[src/rtl/if_fetch_pkg.sv]
// Shared types and constants for the instruction-fetch front end.
package if_fetch_pkg;

  typedef enum logic [1:0] {
    S_IDLE,
    S_ISSUE,
    S_STALL,
    S_DROP
  } fetch_state_e;

  localparam int unsigned INSTR_BYTES = 4;

endpackage

[src/rtl/if_fetch_skid.sv]
// IF/ID output register plus one skid entry that absorbs a fetch landing while the consumer is frozen.
module if_fetch_skid #(
  parameter int unsigned W = 32
) (
  input  logic         clk,
  input  logic         rst_n,
  input  logic         clear_i,
  input  logic         load_i,
  input  logic         skid_load_i,
  input  logic         pop_i,
  input  logic         accept_i,
  input  logic [W-1:0] pc_i,
  input  logic [W-1:0] instr_i,
  output logic         valid_o,
  output logic [W-1:0] pc_o,
  output logic [W-1:0] instr_o
);

  logic         skid_vld_q;
  logic [W-1:0] skid_pc_q;
  logic [W-1:0] skid_instr_q;

  always_ff @(posedge clk or negedge rst_n) begin
    if (!rst_n) begin
      valid_o      <= 1'b0;
      pc_o         <= '0;
      instr_o      <= '0;
      skid_vld_q   <= 1'b0;
      skid_pc_q    <= '0;
      skid_instr_q <= '0;
    end else if (clear_i) begin
      valid_o    <= 1'b0;
      skid_vld_q <= 1'b0;
    end else begin
      if (load_i) begin
        valid_o <= 1'b1;
        pc_o    <= pc_i;
        instr_o <= instr_i;
      end else if (pop_i && skid_vld_q) begin
        // Consumer took the out entry this edge; the skid entry moves up.
        pc_o       <= skid_pc_q;
        instr_o    <= skid_instr_q;
        skid_vld_q <= 1'b0;
      end else if (accept_i) begin
        valid_o <= 1'b0;
      end
      if (skid_load_i) begin
        skid_vld_q   <= 1'b1;
        skid_pc_q    <= pc_i;
        skid_instr_q <= instr_i;
      end
    end
  end

endmodule

[src/rtl/if_fetch_unit.sv]
// Instruction-fetch front end: PC, imem req/ready handshake, freeze and branch redirect.
// Optional IF_FETCH_PERF_EN adds perf_fetched / perf_bubbles counters.
module if_fetch_unit
  import if_fetch_pkg::*;
#(
  parameter int unsigned           BIT_NUMBER = 32,
  parameter logic [BIT_NUMBER-1:0] RESET_PC   = '0
) (
  input  logic                  clk,
  input  logic                  rst,
  input  logic                  freeze,
  input  logic                  branch_taken,
  input  logic [BIT_NUMBER-1:0] branch_addr,
  output logic                  imem_req,
  output logic [BIT_NUMBER-1:0] imem_addr,
  input  logic                  imem_ready,
  input  logic [BIT_NUMBER-1:0] imem_rdata,
  output logic [BIT_NUMBER-1:0] pc_out,
  output logic [BIT_NUMBER-1:0] instruction_out,
  output logic                  valid_out,
  output logic                  flush_out
`ifdef IF_FETCH_PERF_EN
  ,
  output logic [31:0]           perf_fetched,
  output logic [31:0]           perf_bubbles
`endif
);

  fetch_state_e          state_q, state_d;
  logic [BIT_NUMBER-1:0] pc_q, pc_d;
  logic [BIT_NUMBER-1:0] target_q, target_d;
  logic [BIT_NUMBER-1:0] pc_inc;
  logic                  req_q;
  logic                  ld_out, ld_skid, pop, clr, accept;

  assign pc_inc    = pc_q + BIT_NUMBER'(INSTR_BYTES);
  assign accept    = valid_out && !freeze;
  assign imem_req  = req_q;
  assign imem_addr = pc_q;
  assign flush_out = branch_taken;

  // Next-state and buffer control; branch_taken outranks freeze and ready.
  always_comb begin
    state_d  = state_q;
    pc_d     = pc_q;
    target_d = target_q;
    ld_out   = 1'b0;
    ld_skid  = 1'b0;
    pop      = 1'b0;
    clr      = 1'b0;
    case (state_q)
      S_IDLE: begin
        state_d = S_ISSUE;
        if (branch_taken) begin
          clr  = 1'b1;
          pc_d = branch_addr;
        end
      end
      S_ISSUE: begin
        if (branch_taken) begin
          clr      = 1'b1;
          target_d = branch_addr;
          if (imem_ready) pc_d = branch_addr;
          else            state_d = S_DROP;
        end else if (imem_ready) begin
          pc_d = pc_inc;
          if (!valid_out || !freeze) begin
            ld_out = 1'b1;
          end else begin
            ld_skid = 1'b1;
            state_d = S_STALL;
          end
        end
      end
      S_STALL: begin
        if (branch_taken) begin
          clr     = 1'b1;
          pc_d    = branch_addr;
          state_d = S_ISSUE;
        end else if (!freeze) begin
          pop     = 1'b1;
          state_d = S_ISSUE;
        end
      end
      S_DROP: begin
        if (branch_taken) begin
          clr      = 1'b1;
          target_d = branch_addr;
        end
        if (imem_ready) begin
          pc_d    = branch_taken ? branch_addr : target_q;
          state_d = S_ISSUE;
        end
      end
      default: state_d = S_IDLE;
    endcase
  end

  always_ff @(posedge clk or negedge rst) begin
    if (!rst) begin
      state_q  <= S_IDLE;
      pc_q     <= RESET_PC;
      target_q <= '0;
      req_q    <= 1'b0;
    end else begin
      state_q  <= state_d;
      pc_q     <= pc_d;
      target_q <= target_d;
      req_q    <= (state_d == S_ISSUE) || (state_d == S_DROP);
    end
  end

  if_fetch_skid #(.W(BIT_NUMBER)) u_skid (
    .clk        (clk),
    .rst_n      (rst),
    .clear_i    (clr),
    .load_i     (ld_out),
    .skid_load_i(ld_skid),
    .pop_i      (pop),
    .accept_i   (accept),
    .pc_i       (pc_inc),
    .instr_i    (imem_rdata),
    .valid_o    (valid_out),
    .pc_o       (pc_out),
    .instr_o    (instruction_out)
  );

`ifdef IF_FETCH_PERF_EN
  always_ff @(posedge clk or negedge rst) begin
    if (!rst) begin
      perf_fetched <= '0;
      perf_bubbles <= '0;
    end else begin
      if (accept)                 perf_fetched <= perf_fetched + 32'd1;
      if (!valid_out && !freeze)  perf_bubbles <= perf_bubbles + 32'd1;
    end
  end
`endif

endmodule
[config.mk]
export PLATFORM = sky130hd
export DESIGN_NAME = if_fetch_unit
export DESIGN_NICKNAME = d
export VERILOG_FILES = /design/src/rtl/if_fetch_pkg.sv /design/src/rtl/if_fetch_skid.sv /design/src/rtl/if_fetch_unit.sv
export SDC_FILE = /design/constraint.sdc
export NUM_CORES = 1
export LEC_CHECK = 0
export BUFFER_PORTS_ARGS = -buffer_cell sky130_fd_sc_hd__buf_2
export CORE_ASPECT_RATIO = 1.2
export CORE_MARGIN = 5
export CORE_UTILIZATION = 62
export CTS_BUF_LIST = sky130_fd_sc_hd__clkbuf_4 sky130_fd_sc_hd__clkbuf_8
export DETAILED_ROUTE_END_ITERATION = 7
export GPL_TIMING_DRIVEN = 0
export PLACE_DENSITY = 0.9
export SYNTH_ARGS = -nofsm -noshare
export SYNTH_HDL_FRONTEND = slang
export SYNTH_SLANG_ARGS = --single-unit
export TNS_END_PERCENT = 10
[constraint.sdc]
create_clock -name clk -period 3.6 [get_ports clk]
set_input_delay 0.18 -clock clk [delete_from_list [all_inputs] [get_ports clk]]
set_output_delay 0.18 -clock clk [all_outputs]
set_load 0.01 [all_outputs]
# [Word level (Yosys, flattened, before mapping)]
# Index checks and enable logic that the tools add are counted.
[op_classes] addsub=1 eq_ne=10 mux=40 bitwise_logic=1 reduce_logical=18
[ops] cell="$mux W32" n=10
[ops] cell="$pmux W32 S3" n=1
[ops] cell="$add A32 B3 Y32 const B" n=1
[ops] cell="$mux W1" n=21
[ops] cell="$mux W2" n=7
[ops] cell="$pmux W2 S4" n=1
[ops] cell="$reduce_and A2 Y1" n=4
[ops] cell="$eq A2 B2 Y1 const B" n=3
[ops] cell="$reduce_bool A3 Y1" n=2
[ops] cell="$eq A2 B1 Y1 const B" n=2
[ops] cell="$ne A2 B2 Y1 const B" n=2
[ops] cell="$reduce_or A2 Y1" n=2
[ops] cell="$reduce_or A4 Y1" n=1
[ops] cell="$ne A3 B1 Y1 const B" n=1
[ops] cell="$ne A3 B3 Y1 const B" n=1
[ops] cell="$reduce_and A3 Y1" n=1
[ops] cell="$logic_and A1 B1 Y1" n=2
[ops] cell="$logic_not A1 Y1" n=2
[ops] cell="$logic_not A2 Y1" n=1
[ops] cell="$logic_or A1 B1 Y1" n=2
[ops] cell="$ne A2 B1 Y1 const B" n=1
[ops] cell="$reduce_bool A2 Y1" n=1
[ops] cell="$not A1 Y1" n=1
[word_totals] regBits=197 inputBits=69 output_inout_bits=99 word_cells=80

# [Longest topological paths before layout]
# Gate-level depths: netlist of the first run.
[logic_depth] ltp_word=9 mapped_depth=8 mapped_depth_nobuf=6

# [Hierarchy]
# Synthesis of the first run repeated with hierarchy kept, for this count alone.
[unflattened] hier_cells=802 hier_area_um2=9674.3
[modules_own_cells] mod="if_fetch_skid" n_inst=1 cells_each=351 area_per_inst_um2=5632.9 seq_area_each_um2=3253.1
[modules_own_cells] mod="if_fetch_unit" n_inst=1 cells_each=451 area_per_inst_um2=4041.4 seq_area_each_um2=1651.6

# [Worst setup path before layout of the first run]
# Ideal clock, no wire load.
[synth_timing] path_kind="register -> register" start="register pc_q[6] (netlist: imem_addr[6])" end="register u_skid.skid_pc_q[26]" setup_ns=0.129 t_arrival_ns=2.121 required_time_ns=3.471 slack_ns=1.350 path_stages_with_launch=7 n_path_buf=1 period_less_slack_ns=2.250 cell_sequence="dfrtp_1 > clkbuf_2 > nand4_4 > or4_4 > or4_4 > xor2_1 > o21ai_1"
[synth_between] elab_chain_cells=1
[synth_rtl] item="start: declaration" line_no="if_fetch_unit.sv:30" source="logic [BIT_NUMBER-1:0] pc_q, pc_d;"
[synth_rtl] item="start signal: assignment" line_no="if_fetch_unit.sv:107" source="pc_q <= pc_d;"
[synth_rtl] item="$add A32 B3 Y32" line_no="if_fetch_unit.sv:36" source="assign pc_inc = pc_q + BIT_NUMBER'(INSTR_BYTES);"
[synth_rtl] item="end signal: assignment" line_no="if_fetch_skid.sv:49" source="skid_pc_q <= pc_i;"
[synth_rtl] item="end: declaration" line_no="if_fetch_skid.sv:20" source="logic [W-1:0] skid_pc_q;"
# Every way passes these cells.
# A chain may end at the register's enable or synchronous reset.

==> results of run 1 <==
[power by group through the flow]
stage,Combinational [mW],Clock (mW),Sequential (mW)
2_1_floorplan,0.728,0,3.11
3_3_place_gp,1.37,0,3.03
3_5_place_dp,1.43,0,3.06
4_1_cts,1.50,1.59,3.02
5_1_grt,1.66,1.69,3.09
6_report,1.51,1.58,3.04
[worst max path at each step]
stage                                       end                      from  slack [ns]
3_3_place_gp        u_skid.pc_o[25]$_DFFE_PN0P_                       rst       -0.80
6_report            u_skid.pc_o[27]$_DFFE_PN0P_        imem_req$_DFF_PN0_        0.62
4_1_cts             u_skid.pc_o[27]$_DFFE_PN0P_        imem_req$_DFF_PN0_        0.66
2_1_floorplan  u_skid.skid_pc_q[26]$_DFFE_PN0P_  imem_addr[6]$_DFFE_PN0P_        1.35
3_5_place_dp        u_skid.pc_o[27]$_DFFE_PN0P_        imem_req$_DFF_PN0_        0.69
5_1_grt             u_skid.pc_o[10]$_DFFE_PN0P_        imem_req$_DFF_PN0_        0.46
[routing by layer]
layer	part of all wire [%]	up-vias
li1	-	3824
met1	37	4085
met2	50	490
met3	8.5	86
met4	3.7	0
met5	0	-
[cell families (layout without fill, tap and decap cells)]
group / Yosys count / count (layout) / share of synthesized area (%)
compound gates: 247 / 247 / 17.65
xor+xnor: 28 / 28 / 2.711
simple gates: 364 / 364 / 17.80
mux: 33 / 33 / 4.094
buf+inv: 78 / 341 / 3.402
flops: 196 / 196 / 54.21
fa+ha+maj: 1 / 1 / 0.1383
[registers in the layout (all words and copies together), names as in the netlist]
name	cells
imem_req	1
imem_addr	32
u_skid.pc_o	32
state_q	1
u_skid.instr_o	32
u_skid.skid_pc_q	32
u_skid.skid_instr_q	32
u_skid.skid_vld_q	1
target_q	32
u_skid.valid_o	1
[metrics by stage]
stage / power [mW] / area (sq um)
floorplan: 3.841 / 9047
global placement: 4.401 / 10090
detailed placement: 4.489 / 10130
CTS: 6.102 / 11230
global route: 6.436 / 11230
finish: 6.127 / 11230
[synthesized netlist by cell type, drive strengths merged (2+ instances only)]
library cell  count
a2111o            3
o211ai            3
or3               3
and4              3
a311o             2
o22a              8
nor4              8
nand2b            4
a221o             2
buf              11
or4               2
a22oi            50
o2bb2a            2
inv              10
xor2              9
nand4            11
clkbuf           57
nand2           236
nand3            14
and3b             3
mux2             32
dfrtp           196
o22ai            25
o21a             14
a31oi             6
and3              8
nor2b             3
nor3b             3
o21ai            85
nor2             52
a2bb2oi          12
nor3             11
xnor2            19
a21oi            29
[worst reg2reg max path, cell delays in order (launching register included)]
cell and delay, ns:
dfrtp_1 0.46, nand2b_1 0.19, nor3_1 1.03, nor2_1 0.46
clkbuf_1 0.37, a22oi_1 0.22, o21ai_0 0.12
[cell type report]
type                            instances  area, sq um
Buffer                                 68        270.3
Clock buffer                           20        269.0
Clock inverter                         12        176.4
Tap cell                              175        219.0
Inverter                               10        37.54
Multi-Input combinational cell        673         3835
Timing Repair Buffer                  231         1514
Sequential cell                       196         4905
Fill cell                             899         3128
==> metrics.md, run 1 <==
| Metric | Value |
|---|---|
| Slew margin rel. | 12.77% |
| Ys flop type | dfrtp_1 |
| RSZ-0062 raised after global routing | no |
| Crit Path Class | reg -> reg |
| Hold EP | state_q[1]$_DFF_PN0_ |
| Worst Max-Slew Pin Slew | 1.298 ns |
| Share of power burned in registers | 49.6% |
| Area grow syn2layout | 24.08% |
| Final hold slack | 0.09579 ns |
| Placed Cells incl. Taps | 1,288 |
| Critical Path AT | 3.31 ns |
| Post-DRT Antenna Nets | 0 |
| Buffers & Inverters on Critical Path | 1 |
| P_int | 4.126 mW |
| Cells after synthesis | 947 |
| WP depth | 6 |
| Largest net degree at the start of global routing | 128 |
| Reg2Reg Depth | 6 |
| Root Driver | clkbuf_8 |
| Post-synth EDFFs | 0 |
| CTS Buffer Depth | 2 |
| Sw frac | 32.66% |
| Commonest non-fill, non-tap cell in the layout | nand2_1 |
| Die span in y | 142.3 um |
| Logic gate share of total power | 24.6% |
| # DRC | 0 |
| Syn Std Cell Area | 9047 sq um |
| Antenna diode count | 0 |
| Initial DRC count | 837 |
| Post_cts resized | 0 |
| CTS Buf Count | 17 |
| Vias in the first global route | 8,304 |
| Busiest metal layer after global routing | met2 |
| RePlAce Congestion | 0.8832 |
| Final Util | 78.21% |
| Setup TNS | 0 ns |
| Core area | 14,350 sq um |
| Final Hold Fails | 0 |
| Hold depth | 3 |
| Setup Fix Bufs, Post-CTS | 0 |
| Syn Area/Cell | 9.554 sq um |
| Async SR Flop Fraction | 100.0% |
| CTS H-tree depth | 4 |
| Commonest non-fill, non-tap cells in the layout | 236 x nand2_1, 196 x dfrtp_1, 165 x buf_2, 82 x o21ai_0, 65 x dlygate4sd3_1 |
| Tmin final | 2.979 ns |
| Final wirelength | 26,390 um |
| Setup crit start kind | register |
| Starting Density | 63.03% |
| Slowest library cell on the worst path | nor3_1 |
| Clock power frac | 25.8% |
| Die width | 120.3 um |
| Synthesized Nets | 1,017 |
| Pwr Density | 545.8 nW/um^2 |
| DRT Pass-1 Iters | 7 |
| Sequential area share after synthesis | 54.21% |
| Hold Buf Count CTS | 65 |
| Synth warn | 0 |
| Cells along the critical path | nand2b_1 -> nor3_1 -> nor2_1 -> clkbuf_1 -> a22oi_1 -> o21ai_0 |
| # IOs | 168 |
| Grt met3 use | 6.243% |
| Dpl hpwl | 17,820 um |
| Clk slew on worst S/H paths | 0.09 ns |
| Cell accounting for the most synthesized area | dfrtp_1 |
| Final Max Slew Viols | 0 |
| Crit path max fanout | 10 |
| Hold Crit Class | in -> reg |
| Crit path max-delay family | simple AND/OR/NAND/NOR gates |
| CTS tree | yes |
| Leakage Power | 5.264 nW |
| Reg-to-Reg Start | imem_req$_DFF_PN0_ |
| Crit-path max cell delay | 1.03 ns |
| I/O Buffers | 165 |
| Met2 Use GR | 54.85% |
| Fmax | 0.3357 GHz |
| R2r setup slk | 0.62 ns |
| Vias per cell | 6.126 |
| Critical Path End Type | register |
| Place WS | 0.6946 ns |
| Final setup margin | 0.6212 ns |
| Yosys reg bits | 196 |
| Status | finished, final reports clean |
| Max capacitance violation total | 0 |
| Skew final | 0.01112 ns |
| Gr ovfl total | 0 |
| Yosys cell types | 54 |
| Die area | 17,120 sq um |
| Maximum vdd ir drop | 0.3159 mV |
| Clock latency on the worst-skew pair | 0.48 ns |
| Initial antenna violation count | 0 |
| Critical path data required time | 3.93 ns |
| Total track usage | 31.70% |
| Final setup fails | 0 |
| Number of nets in the layout | 1,267 |
| Routed length per instance | 19.05 um |
| Psw | 2.001 mW |
| First-pass GRT wire length | 42,860 um |
| Hold_sp | imem_ready |
| Top cells by area, synth | dfrtp_1 54%, nand2_1 9.8%, o21ai_0 4.5% |
| Vias | 8,485 |
| Yosys top cell area share | 54.21% |
| Std cell rows | 48 |
| Crit Reg-Reg Endpoint | u_skid.pc_o[27]$_DFFE_PN0P_ |
| Clk sinks | 196 |
| Fin cells | 1,385 |
| Share of cells above drive strength 1 | 20.33% |
| Final Cycle Share | 82.74% |
| Met1 usage | 38.85% |
No activity file was read; power rests on OpenSTA's default activity.
==> inputs of run 2 (changes only) <==
- ABC_AREA: default -> 1
- CORE_UTILIZATION: 62 -> 58
- PLACE_DENSITY: 0.9 -> 0.84
- clock period: 3.6 -> 3 ns (I/O delays scaled with it)
==> run 2 against run 1 <==
- combinational power up 17%
- area after synthesis grew 5.5%
- critical endpoint is now u_skid.pc_o[12]$_DFFE_PN0P_
- synthesized cell count grew 25%
- critical path type unchanged
- register-to-register slack improved by 0.42 ns
- clock skew is 0.0078 ns higher
==> metrics.md, run 2 <==
| Metric | Value |
|---|---|
| Final Cycle Share | 65.41% |
| Largest net degree at the start of global routing | 115 |
| Yosys cell types | 34 |
| Cell accounting for the most synthesized area | dfrtp_1 |
| Critical path data required time | 3.38 ns |
| Clk slew on worst S/H paths | 0.10 ns |
| Post-synth EDFFs | 0 |
| Area grow syn2layout | 19.63% |
| Die area | 19,140 sq um |
| Skew final | 0.01893 ns |
| Starting Density | 58.92% |
| DRT Pass-1 Iters | 6 |
| CTS tree | yes |
| Final setup margin | 1.038 ns |
| Syn Area/Cell | 8.086 sq um |
| Final Max Slew Viols | 0 |
| Die span in y | 150.6 um |
| First-pass GRT wire length | 43,770 um |
| Share of cells above drive strength 1 | 18.69% |
| Vias in the first global route | 8,727 |
| Commonest non-fill, non-tap cells in the layout | 410 x nand2_1, 196 x dfrtp_1, 194 x buf_2, 130 x o21ai_0, 105 x inv_1 |
| Total track usage | 28.82% |
| Tmin final | 1.962 ns |
| RePlAce Congestion | 0.9043 |
| Sequential area share after synthesis | 51.36% |
| Slew margin rel. | 56.68% |
| Critical Path End Type | register |
| Final hold slack | 0.02144 ns |
| Clk sinks | 196 |
| Gr ovfl total | 0 |
| R2r setup slk | 1.04 ns |
| Top cells by area, synth | dfrtp_1 51%, nand2_1 16%, o21ai_0 6.8% |
| Final setup fails | 0 |
| Fmax | 0.5096 GHz |
| Final Hold Fails | 0 |
| Vias | 8,965 |
| Critical Path AT | 2.34 ns |
| Vias per cell | 5.500 |
| Cells after synthesis | 1,181 |
| RSZ-0062 raised after global routing | no |
| Root Driver | clkbuf_8 |
| Hold Crit Class | in -> reg |
| Most instantiated cells after synthesis | 410 x nand2_1, 196 x dfrtp_1, 130 x o21ai_0, 105 x inv_1, 71 x nor2_1 |
| Maximum vdd ir drop | 0.2774 mV |
| Antenna diode count | 0 |
| Pwr Density | 607.0 nW/um^2 |
| CTS Buf Count | 17 |
| CTS Buffer Depth | 2 |
| Die width | 127.1 um |
| Synth warn | 0 |
| Place WS | 1.093 ns |
| Yosys reg bits | 196 |
| Max capacitance violation total | 0 |
| # IOs | 168 |
| Filler Cell Count | 1,334 |
| Initial DRC count | 867 |
| Worst Max-Slew Pin Slew | 0.6497 ns |
| Routed length per instance | 16.58 um |
| Core area | 16,210 sq um |
| Dpl hpwl | 20,150 um |
| Setup TNS | 0 ns |
| Synthesized Nets | 1,251 |
| Post-DRT Antenna Nets | 0 |
| I/O Buffers | 167 |
| Clock latency on the worst-skew pair | 0.47 ns |
| Crit path max fanout | 10 |
| Status | finished, final reports clean |
| Commonest non-fill, non-tap cell in the layout | nand2_1 |
| Setup crit start kind | register |
| Ys flop type | dfrtp_1 |
| CTS H-tree depth | 4 |
| Std cell rows | 51 |
| Number of nets in the layout | 1,475 |
| Async SR Flop Fraction | 100.0% |
| Crit Path Class | reg -> reg |
| Final wirelength | 27,020 um |
| # DRC | 0 |
| Leakage Power | 5.877 nW |
| Top-count cell post-synth | nand2_1 |
| Yosys top cell area share | 51.36% |
| Initial antenna violation count | 0 |
| Syn Std Cell Area | 9549 sq um |
[run 2: final timing paths]
path                                                 from                               end  depth (start not counted)
max                                    imem_req$_DFF_PN0_       u_skid.pc_o[12]$_DFFE_PN0P_                          6
min reg2reg                u_skid.instr_o[16]$_DFFE_PN0P_    u_skid.instr_o[16]$_DFFE_PN0P_                          2
min                                       branch_addr[22]         imem_addr[22]$_DFFE_PN0P_                          3
max reg2reg                            imem_req$_DFF_PN0_       u_skid.pc_o[12]$_DFFE_PN0P_                          6
max in group asynchronous                             rst  u_skid.skid_pc_q[14]$_DFFE_PN0P_                          3
min in group asynchronous                             rst           target_q[8]$_DFFE_PN0P_                          2
[run 2: power by group]
group / switching [mW] / total (mW) / internal [mW]
Combinational: 1.08 / 1.77 / 0.691
Clock: 0.932 / 1.60 / 0.664
Sequential: 0.372 / 3.57 / 3.20
[run 2: logic make-up after synthesis]
group / Yosys count / share of synthesized area, %
AO/OA/AOI/OAI: 265 / 16.82
XOR/XNOR: 13 / 1.350
adder cells (fa/ha/maj): 1 / 0.1310
buffers and inverters: 174 / 7.626
flip-flops: 196 / 51.36
AND/OR/NAND/NOR: 532 / 22.71
[run 2: layer usage]
layer / GRT usage, % / routed length [um] / vias to the layer above
met1: 37.59 / 10920 / 4194
met4: 12.93 / 867 / 0
li1: - / - / 4303
met5: 0 / 0 / -
met3: 4.578 / 2140 / 63
met2: 47.75 / 13090 / 405
[run 2: layout make-up]
class                   count  area, sq um  share of cell area (%)
flip-flops and latches    196         4905                   42.94
multi-input cells         811         3916                   34.28
inverters                 108        405.4                   3.549
clock buffers              22        290.3                   2.541
well taps                 212        265.3                   2.322
clock inverters            10        75.07                  0.6572
plain buffers              66        322.8                   2.826
repair buffers            205         1244                   10.89
[run 2: worst max-delay path: stages, from the launching register on]
cell	delay, ns
dfrtp_1	0.50
nor2_1	0.23
nand3_1	0.26
inv_2	0.23
clkbuf_1	0.41
nand2_1	0.12
o211ai_1	0.12
[run 2: what timing repair did]
| action | CTS | global route |
|---|---|---|
| resized for setup | 0 | 0 |
| endpoints found under the hold margin | 150 | 0 |
| buffers inserted | 0 | 0 |
| hold buffers | 37 | 0 |
[run 2: through the flow]
| stage | total power, mW | std cells | utilization (%) | cell area (sq um) |
|---|---|---|---|---|
| floorplan | 4.564 | 1181 | - | 9549 |
| global placement | 5.233 | 1560 | 65.71 | 10650 |
| detailed placement | 5.325 | 1561 | 65.94 | 10690 |
| CTS | 6.936 | 1630 | 70.48 | 11420 |
| global route | 7.331 | 1630 | 70.48 | 11420 |
| finish | 6.935 | 1630 | 70.48 | 11420 |
